File: config.mk
export PLATFORM = sky130hd
export DESIGN_NAME = alarm_ctrl
export DESIGN_NICKNAME = d
export VERILOG_FILES = /design/src/rtl/alarm_ctrl.sv
export SDC_FILE = /design/constraint.sdc
export NUM_CORES = 1
export LEC_CHECK = 0
export BUFFER_PORTS_ARGS = -buffer_cell sky130_fd_sc_hd__buf_2
export CAP_MARGIN = 0
export CORE_MARGIN = 8
export CORE_UTILIZATION = 50
export DETAILED_ROUTE_END_ITERATION = 6
export PLACE_DENSITY = 0.67
export SETUP_SLACK_MARGIN = 0.02
export SLEW_MARGIN = 20
export SYNTH_ARGS = -nofsm -noshare
export SYNTH_HDL_FRONTEND = slang
export SYNTH_SLANG_ARGS = --single-unit
File: constraint.sdc
create_clock -name clk -period 4.15 [get_ports clk]
set_input_delay 0.83 -clock clk [delete_from_list [all_inputs] [get_ports clk]]
set_output_delay 0.83 -clock clk [all_outputs]
set_load 0.03 [all_outputs]
File: src/rtl/alarm_ctrl.sv
// Intrusion alarm controller: synchronizes and debounces the arm/disarm button and the
// intrusion sensor, then runs a five-state arming FSM with a shared exit/entry delay timer.
module alarm_ctrl #(
    parameter int unsigned DEBOUNCE_CYC    = 1000000,
    parameter int unsigned ARM_DELAY_CYC   = 500000000,
    parameter int unsigned ENTRY_DELAY_CYC = 500000000
) (
    input  logic       clk,
    input  logic       rst,
    input  logic       btnRaw,
    input  logic       sensorRaw,
    output logic       sysActive,
    output logic       armed,
    output logic [2:0] state
);

    typedef enum logic [2:0] {
        StDisarmed = 3'd0,
        StArming   = 3'd1,
        StArmed    = 3'd2,
        StEntry    = 3'd3,
        StAlarm    = 3'd4
    } state_e;

    // Counter only ever holds values up to DEBOUNCE_CYC, so size it to that.
    localparam int unsigned DbW =
        (DEBOUNCE_CYC < 2) ? 1 : $clog2(DEBOUNCE_CYC + 1);
    localparam logic [DbW-1:0] DbThresh = DbW'(DEBOUNCE_CYC);

    // A zero delay behaves like a one-cycle delay.
    localparam logic [31:0] ArmLoad =
        (ARM_DELAY_CYC == 0) ? 32'd0 : 32'(ARM_DELAY_CYC - 1);
    localparam logic [31:0] EntryLoad =
        (ENTRY_DELAY_CYC == 0) ? 32'd0 : 32'(ENTRY_DELAY_CYC - 1);

    // Bit 0 carries the button, bit 1 the sensor.
    logic [1:0]     w_raw;
    logic [1:0]     r_sync1;
    logic [1:0]     r_sync2;
    logic [DbW-1:0] r_db_cnt [2];
    logic [DbW-1:0] w_db_cnt_next [2];
    logic [1:0]     r_db;
    logic [1:0]     w_db_next;
    logic           r_btn_db_prev;
    logic           w_press;
    logic           w_sensor;

    state_e         r_state;
    state_e         w_state_next;
    logic [31:0]    r_timer;
    logic [31:0]    w_timer_next;
    logic           w_expired;
    logic           r_sys_active;
    logic           r_armed;

    assign w_raw = {sensorRaw, btnRaw};

    // Two-flop synchronizers for both asynchronous inputs.
    always_ff @(posedge clk) begin
        if (rst) begin
            r_sync1 <= 2'b00;
            r_sync2 <= 2'b00;
        end else begin
            r_sync1 <= w_raw;
            r_sync2 <= r_sync1;
        end
    end

    // Debounce next-state: count while the sample disagrees, accept on reaching the threshold.
    always_comb begin
        for (int i = 0; i < 2; i++) begin
            w_db_next[i]     = r_db[i];
            w_db_cnt_next[i] = '0;
            if (r_sync2[i] != r_db[i]) begin
                if (r_db_cnt[i] + DbW'(1) >= DbThresh) begin
                    w_db_next[i] = r_sync2[i];
                end else begin
                    w_db_cnt_next[i] = r_db_cnt[i] + DbW'(1);
                end
            end
        end
    end

    // Debounced values, their counters and the button history for edge detection.
    always_ff @(posedge clk) begin
        if (rst) begin
            r_db          <= 2'b00;
            r_db_cnt[0]   <= '0;
            r_db_cnt[1]   <= '0;
            r_btn_db_prev <= 1'b0;
        end else begin
            r_db          <= w_db_next;
            r_db_cnt[0]   <= w_db_cnt_next[0];
            r_db_cnt[1]   <= w_db_cnt_next[1];
            r_btn_db_prev <= r_db[0];
        end
    end

    // One-cycle press pulse on the rising edge of the debounced button.
    assign w_press   = r_db[0] & ~r_btn_db_prev;
    assign w_sensor  = r_db[1];
    assign w_expired = (r_timer == 32'd0);

    // Next-state logic; a press always wins over expiry or a sensor trip.
    always_comb begin
        w_state_next = r_state;
        case (r_state)
            StDisarmed: begin
                if (w_press) w_state_next = StArming;
            end
            StArming: begin
                if (w_press)        w_state_next = StDisarmed;
                else if (w_expired) w_state_next = StArmed;
            end
            StArmed: begin
                if (w_press)       w_state_next = StDisarmed;
                else if (w_sensor) w_state_next = StEntry;
            end
            StEntry: begin
                if (w_press)        w_state_next = StDisarmed;
                else if (w_expired) w_state_next = StAlarm;
            end
            StAlarm: begin
                if (w_press) w_state_next = StDisarmed;
            end
            default: w_state_next = StDisarmed;
        endcase
    end

    // Shared delay timer: load on entry to a timed state, otherwise count down to zero.
    always_comb begin
        w_timer_next = (r_timer != 32'd0) ? r_timer - 32'd1 : 32'd0;
        if (w_state_next == StArming && r_state != StArming) begin
            w_timer_next = ArmLoad;
        end else if (w_state_next == StEntry && r_state != StEntry) begin
            w_timer_next = EntryLoad;
        end
    end

    // State register, timer and registered outputs decoded from the next state.
    always_ff @(posedge clk) begin
        if (rst) begin
            r_state      <= StDisarmed;
            r_timer      <= 32'd0;
            r_sys_active <= 1'b0;
            r_armed      <= 1'b0;
        end else begin
            r_state      <= w_state_next;
            r_timer      <= w_timer_next;
            r_sys_active <= (w_state_next == StAlarm);
            r_armed      <= (w_state_next == StArmed) || (w_state_next == StEntry);
        end
    end

    assign sysActive = r_sys_active;
    assign armed     = r_armed;
    assign state     = r_state;

endmodule

Word level (Yosys, flattened, before mapping)

Memories as Yosys holds them, arrays and structs flattened.
Cells that the tools add are included.
Widths: inputs -> output; s select.

Add/sub/neg operators: 3
$lt $le $gt $ge: 2
Eq/ne operators: 12
Mux-type cells: 21
Bitwise operators: 5
Reduce and logical (&&, ||, !) cells: 9

Operators by type and width:

| cell                  | count |
|---|---|
| $mux 20               | 6 |
| $mux 29               | 3 |
| $add 20x1->20 const B | 2 |
| $ge 20x20->1 const B  | 2 |
| $logic_not 32->1      | 1 |
| $reduce_bool 32->1    | 1 |
| $sub 32x1->32 const B | 1 |
| $mux 3                | 8 |
| $pmux 3 s5            | 1 |
| $eq 3x2->1 const B    | 4 |
| $eq 3x1->1 const B    | 2 |
| $eq 3x3->1 const B    | 2 |
| $reduce_and 2->1      | 2 |
| $reduce_or 4->1       | 1 |
| $logic_not 3->1       | 1 |
| $mux 1                | 3 |
| $ne 3x1->1 const B    | 1 |
| $ne 3x2->1 const B    | 1 |
| $logic_and 1x1->1     | 2 |
| $ne 1x1->1            | 2 |
| $not 1->1             | 2 |
| $or 1x1->1            | 2 |
| $and 1x1->1           | 1 |
| $logic_or 1x1->1      | 1 |

Register bits after elaboration: 44
Bits in writable memories: 40
Bits of input ports: 4
Output and inout bits: 5
Logic and storage cells: 63
Memories: 1

Memories:

| memory   | depth | width | rd ports | clocked after memory_dff | write ports | RTL line | source |
|---|---|---|---|---|---|---|---|
| r_db_cnt | 2     | 20    | 2        | 0                        | 2           | 40       | `logic [DbW-1:0] r_db_cnt [2];` |

Depth between registers and ports, before layout

Word-level depth: 8
Mapped depth: 10
Depth with buffers taken out: 8

Least setup slack after synthesis

Ideal clock, no wire load.

Path type: reg-to-reg
Start point: memory r_db_cnt[0][0] in the netlist's numbering
End point: register r_db[0]
Arrival: 2.207 ns
Required time: 4.027 ns
Slack: 1.820 ns
Stages on the path, launching flop included: 9
Buffers on the path: 1
Cell sequence: dfxtp_1 ha_1 clkbuf_1 inv_1 nor3_1 or4_1 a22oi_1 a2111oi_4 mux2_1

RTL lines:

| element              | RTL line | source |
|---|---|---|
| start, declared      | 40       |  |
| end signal, assigned | 92       | `r_db <= w_db_next;` |
| end, declared        | 42       | `logic [1:0] r_db;` |

Worst setup path after layout

Start point: register r_timer[24]
End point: register r_timer[11]

Longest elaborated chain between the ends: 7
Elaborated cells between the ends (all ways): 13
Classes of those cells: eq/ne: 2; mux: 5; bitwise: 1; reduce/logical: 5

RTL lines:

| element                                  | RTL line | source |
|---|---|---|
| start, declared                          | 50       | `logic [31:0] r_timer;` |
| start signal, assigned                   | 149      | `r_timer <= w_timer_next;` |
| $logic_not 32->1                         | 102      | `assign w_expired = (r_timer == 32'd0);` |
| $mux 3 (on tied branches)                | 121, 113 |  |
| $mux 3 (on tied branches)                | 120, 112 |  |
| $pmux 3 s5                               | 107      | `case (r_state)` |
| $eq 3x1->1 or $eq 3x2->1 (tied branches) | 133, 135 |  |
| $logic_and 1x1->1 (on tied branches)     | 133, 135 |  |
| $reduce_or 4->1 (no line) *              | -        |  |

Every way passes the cells marked *; elsewhere a longest branch is shown, timed or not.
A chain may end at the register's enable or synchronous reset.

==> flow_results.xml <==
<?xml version="1.0" encoding="UTF-8"?>
<metrics>
  <group name="logic_synthesis">
    <metric name="main_combinational_cell_family_by_area_after_synthesis" unit="">simple AND/OR/NAND/NOR gates</metric>
    <metric name="yosys.area_share.simple" unit="%">30.5</metric>
    <metric name="mappedNetlistArea" unit="mm^2">0.00410</metric>
    <metric name="synth_sequential_area_ratio" unit="%">41.1</metric>
    <metric name="synth_area_in_adders" unit="%">1.22</metric>
    <metric name="synth-compound-area-share" unit="%">8.03</metric>
    <metric name="synth-xor-area-share" unit="%">13.7</metric>
    <metric name="postSynthNetCount" unit="">469</metric>
    <metric name="syn_inst" unit="">461</metric>
    <metric name="number_of_enable_type_register_cells_in_the_synthesized_netlist" unit="">0</metric>
    <metric name="synthesized_flop_and_latch_total" unit="">84</metric>
    <metric name="synth.yosys.warnings" unit="">0</metric>
    <metric name="synthDistinctLibCells" unit="">58</metric>
    <metric name="synth-async-reset-ratio" unit="%">0</metric>
    <metric name="synth.avg_cell_area" unit="um^2">8.89</metric>
    <metric name="post_synth_mux_area_share" unit="%">1.83</metric>
    <metric name="ys.flop_type" unit="">dfxtp_1</metric>
  </group>
  <group name="critical_path">
    <metric name="crit_path_max_fanout" unit="">20</metric>
    <metric name="r2r_slack" unit="ns">1.34</metric>
    <metric name="crit_path_class" unit="">flop to flop</metric>
    <metric name="required" unit="ns">4.38</metric>
    <metric name="crit_path_start" unit="">r_timer[24]</metric>
    <metric name="r2r.worst_path.cells" unit="">6</metric>
    <metric name="rr_endpoint" unit="">r_timer[11]</metric>
    <metric name="timing.critical_path.to_type" unit="">flop</metric>
    <metric name="regToRegStartpoint" unit="">r_timer[24]</metric>
    <metric name="critical_path_arrival" unit="ns">3.04</metric>
    <metric name="setup.worst_path.start_class" unit="">flop</metric>
  </group>
  <group name="finish">
    <metric name="final_nets" unit="">463</metric>
    <metric name="design_area" unit="mm^2">0.00438</metric>
    <metric name="fillCellCount" unit="">780</metric>
    <metric name="footprint_of_the_multi_input_gates" unit="mm^2">0.00227</metric>
    <metric name="regArea" unit="mm^2">0.00168</metric>
    <metric name="flow.area_growth_from_synthesis" unit="%">6.96</metric>
    <metric name="post_route_cells_drive_above_1_share" unit="%">9.57</metric>
    <metric name="num_antenna_cells" unit="">0</metric>
  </group>
  <group name="cts">
    <metric name="cts_tree" unit="">done</metric>
    <metric name="worstSkewPairLatency" unit="ns">0.35</metric>
    <metric name="number_of_h_tree_levels" unit="">3</metric>
    <metric name="clock_sinks" unit="">84</metric>
    <metric name="postCtsResizedCells" unit="">0</metric>
    <metric name="ctsHoldBuffers" unit="">0</metric>
    <metric name="cts.reportedPaths.clkPinSlew" unit="ns">0.09</metric>
    <metric name="clock_tree.buffer_depth" unit="">2</metric>
    <metric name="cts_root_buf" unit="">clkbuf_8</metric>
    <metric name="post_cts.repair.setup_buffers" unit="">0</metric>
    <metric name="cts-buffers-inserted" unit="">9</metric>
  </group>
  <group name="detailed_routing">
    <metric name="detail_route.wl_per_cell" unit="um">13.7</metric>
    <metric name="initialDrtViolationCount" unit="">140</metric>
    <metric name="drc" unit="">0</metric>
    <metric name="routed-via-count" unit="">3177</metric>
    <metric name="drt.antenna.violating_nets" unit="">0</metric>
    <metric name="totalWireLength" unit="um">7730</metric>
    <metric name="avgViaCountPerCell" unit="">5.62</metric>
    <metric name="first_pass_iters" unit="">4</metric>
  </group>
  <group name="place">
    <metric name="placement.cell_area" unit="mm^2">0.00416</metric>
    <metric name="dpl.hpwl" unit="um">5380</metric>
    <metric name="port_buffers" unit="">8</metric>
    <metric name="place.gp.congestion" unit="">0.856</metric>
  </group>
  <group name="floorplanning">
    <metric name="die_h" unit="um">107</metric>
    <metric name="rows" unit="">33</metric>
    <metric name="design.core.area" unit="mm^2">0.00809</metric>
    <metric name="design.die.area" unit="mm^2">0.0113</metric>
    <metric name="initial_cell_density_of_the_core" unit="%">50.6</metric>
    <metric name="ios" unit="">9</metric>
    <metric name="die_w" unit="um">107</metric>
  </group>
  <group name="worst_hold_path">
    <metric name="hold_start" unit="">r_sync1[1]</metric>
    <metric name="min_path_cells" unit="">1</metric>
    <metric name="timing.hold.worst_endpoint" unit="">r_sync2[1]</metric>
    <metric name="min-delay-path-class" unit="">flop to flop</metric>
  </group>
  <group name="power">
    <metric name="power_per_cell_area" unit="mW/mm^2">585</metric>
    <metric name="design_power_total" unit="mW">2.56</metric>
    <metric name="power.ir.vdd_worst" unit="uV">268</metric>
    <metric name="power.static_leakage" unit="nW">1.48</metric>
  </group>
  <group name="flow_run">
    <metric name="count_of_maximum_capacitance_violations" unit="">0</metric>
  </group>
  <group name="sta">
    <metric name="final-max-slew-violation-count" unit="">0</metric>
    <metric name="achievable-frequency" unit="GHz">0.356</metric>
    <metric name="min_period_over_period" unit="%">67.7</metric>
    <metric name="worst_pin_slew" unit="ns">0.817</metric>
    <metric name="fin_setup_tns" unit="ns">0</metric>
    <metric name="slew_headroom" unit="%">45.1</metric>
    <metric name="whs" unit="ns">0.437</metric>
    <metric name="finalClockSkew" unit="ns">0.00955</metric>
    <metric name="finalHoldViolations" unit="">0</metric>
    <metric name="finalCriticalPeriod" unit="ns">2.81</metric>
    <metric name="rsz0062_at_grt" unit="">false</metric>
    <metric name="setup_viol" unit="">0</metric>
  </group>
  <group name="grt">
    <metric name="grt_start_max_net_pins" unit="">22</metric>
    <metric name="grt_pass1_vias" unit="">2991</metric>
    <metric name="antenna_violations_before_repair" unit="">0</metric>
    <metric name="overflow" unit="">0</metric>
    <metric name="gr-usage-all-layers" unit="%">14.4</metric>
    <metric name="grt_first_pass_wirelength" unit="um">13600</metric>
  </group>
  <group name="run_status">
    <metric name="run_status" unit="">finished, final reports clean</metric>
  </group>
</metrics>
-- report_power, final --
part           internal (mW)  leakage, nW  switching, mW  total [mW]
Sequential             0.936        0.681          0.106        1.04
Clock                  0.355        0.116          0.293       0.648
Combinational          0.360        0.681          0.512       0.872
Total                   1.65         1.48          0.911        2.56
-- cells in the mapped netlist (4+ instances only) --
master	instances	area, um^2
or3_1	4	25.0
nor3_1	60	300
nand2b_1	6	37.5
nand4_1	14	87.6
buf_2	6	30.0
nor4_1	6	37.5
o21ai_0	20	100
nor4_4	4	85.1
nor2_1	38	143
nand3_1	14	70.1
xor2_1	32	280
a21oi_1	5	25.0
ha_1	4	50.1
inv_1	5	18.8
or4_1	5	37.5
nor2b_1	9	56.3
and4_1	6	52.6
xnor2_1	32	280
clkbuf_1	15	56.3
dfxtp_1	84	1680
nand2_1	31	116
-- layout make-up --
| cell class | count | share of cell area (%) |
|---|---|---|
| inverters | 5 | 0.428 |
| repair buffers | 10 | 1.26 |
| multi-input cells | 345 | 51.8 |
| well taps | 105 | 3.00 |
| flip-flops and latches | 84 | 38.4 |
| clock inverters | 6 | 2.00 |
| clock buffers | 10 | 3.14 |
-- through the flow --
stage | setup WS, ns | std cells | utilization, %
after detailed placement | 1.36 | 549 | 51.4
after global routing | 1.18 | 565 | 54.1
final | 1.34 | 565 | 54.1
after CTS | 1.34 | 565 | 54.1
after floorplan | 1.82 | 461 | -
after global placement | 1.38 | 549 | 51.4
-- logic make-up (layout without fill, tap and decap cells) --
family                     Yosys count  count (layout)
and+or+nand+nor                    220             220
DFF                                 84              84
xor gates and xnor gates            64              64
AOI/OAI and AO/OA                   50              50
buffers and inverters               32              31
muxes                                7               7
adders and majority gates            4               4
-- how the worst max path moves through the flow --
stage	to	cells past startpoint	slack, ns
finish	r_timer[11]	6	1.34
global route	r_db[1]	7	1.18
CTS	r_timer[11]	6	1.34
detailed placement	r_timer[25]	6	1.36
global placement	r_timer[25]	6	1.38
floorplan	r_db[0]	8	1.82
-- worst max-delay path, cell delays in order, from the launching register on --
cell	delay, ns
dfxtp_1	0.35
or4_1	0.57
or4_1	0.48
nor4_4	0.34
or2_1	0.56
or2b_4	0.32
a21oi_1	0.06
-- registers in the layout, summed over array words and instances (netlist names) --
register       count
state              3
r_db_cnt          40
armed              1
r_sync2            2
r_sync1            2
r_btn_db_prev      1
r_db               2
r_timer           32
sysActive          1
-- placed cells by master (no fill, tap or decap), types with 4 or more instances in the layout --
master	instances
ha_1	4
nand3_1	14
nor3_1	60
or4_1	5
or3_1	4
nand4_1	14
xor2_1	32
inv_1	5
clkbuf_8	10
nor2b_1	9
and4_1	6
nand2b_1	6
xnor2_1	32
o21ai_0	20
a21oi_1	5
nor4_4	4
buf_2	8
nand2_1	31
nor4_1	6
dfxtp_1	84
nor2_1	38
-- metal layers --
metal / global-route usage, % / share of wire, % / wire [um] / vias up
li1: - / - / - / 1615
met1: 17.9 / 50 / 3840 / 1507
met2: 23.9 / 46 / 3600 / 44
met3: 4.30 / 2.9 / 227 / 11
met4: 3.32 / 0.97 / 75 / 0
met5: 0 / 0 / 0 / -
Power figures use the tool's default switching activity.
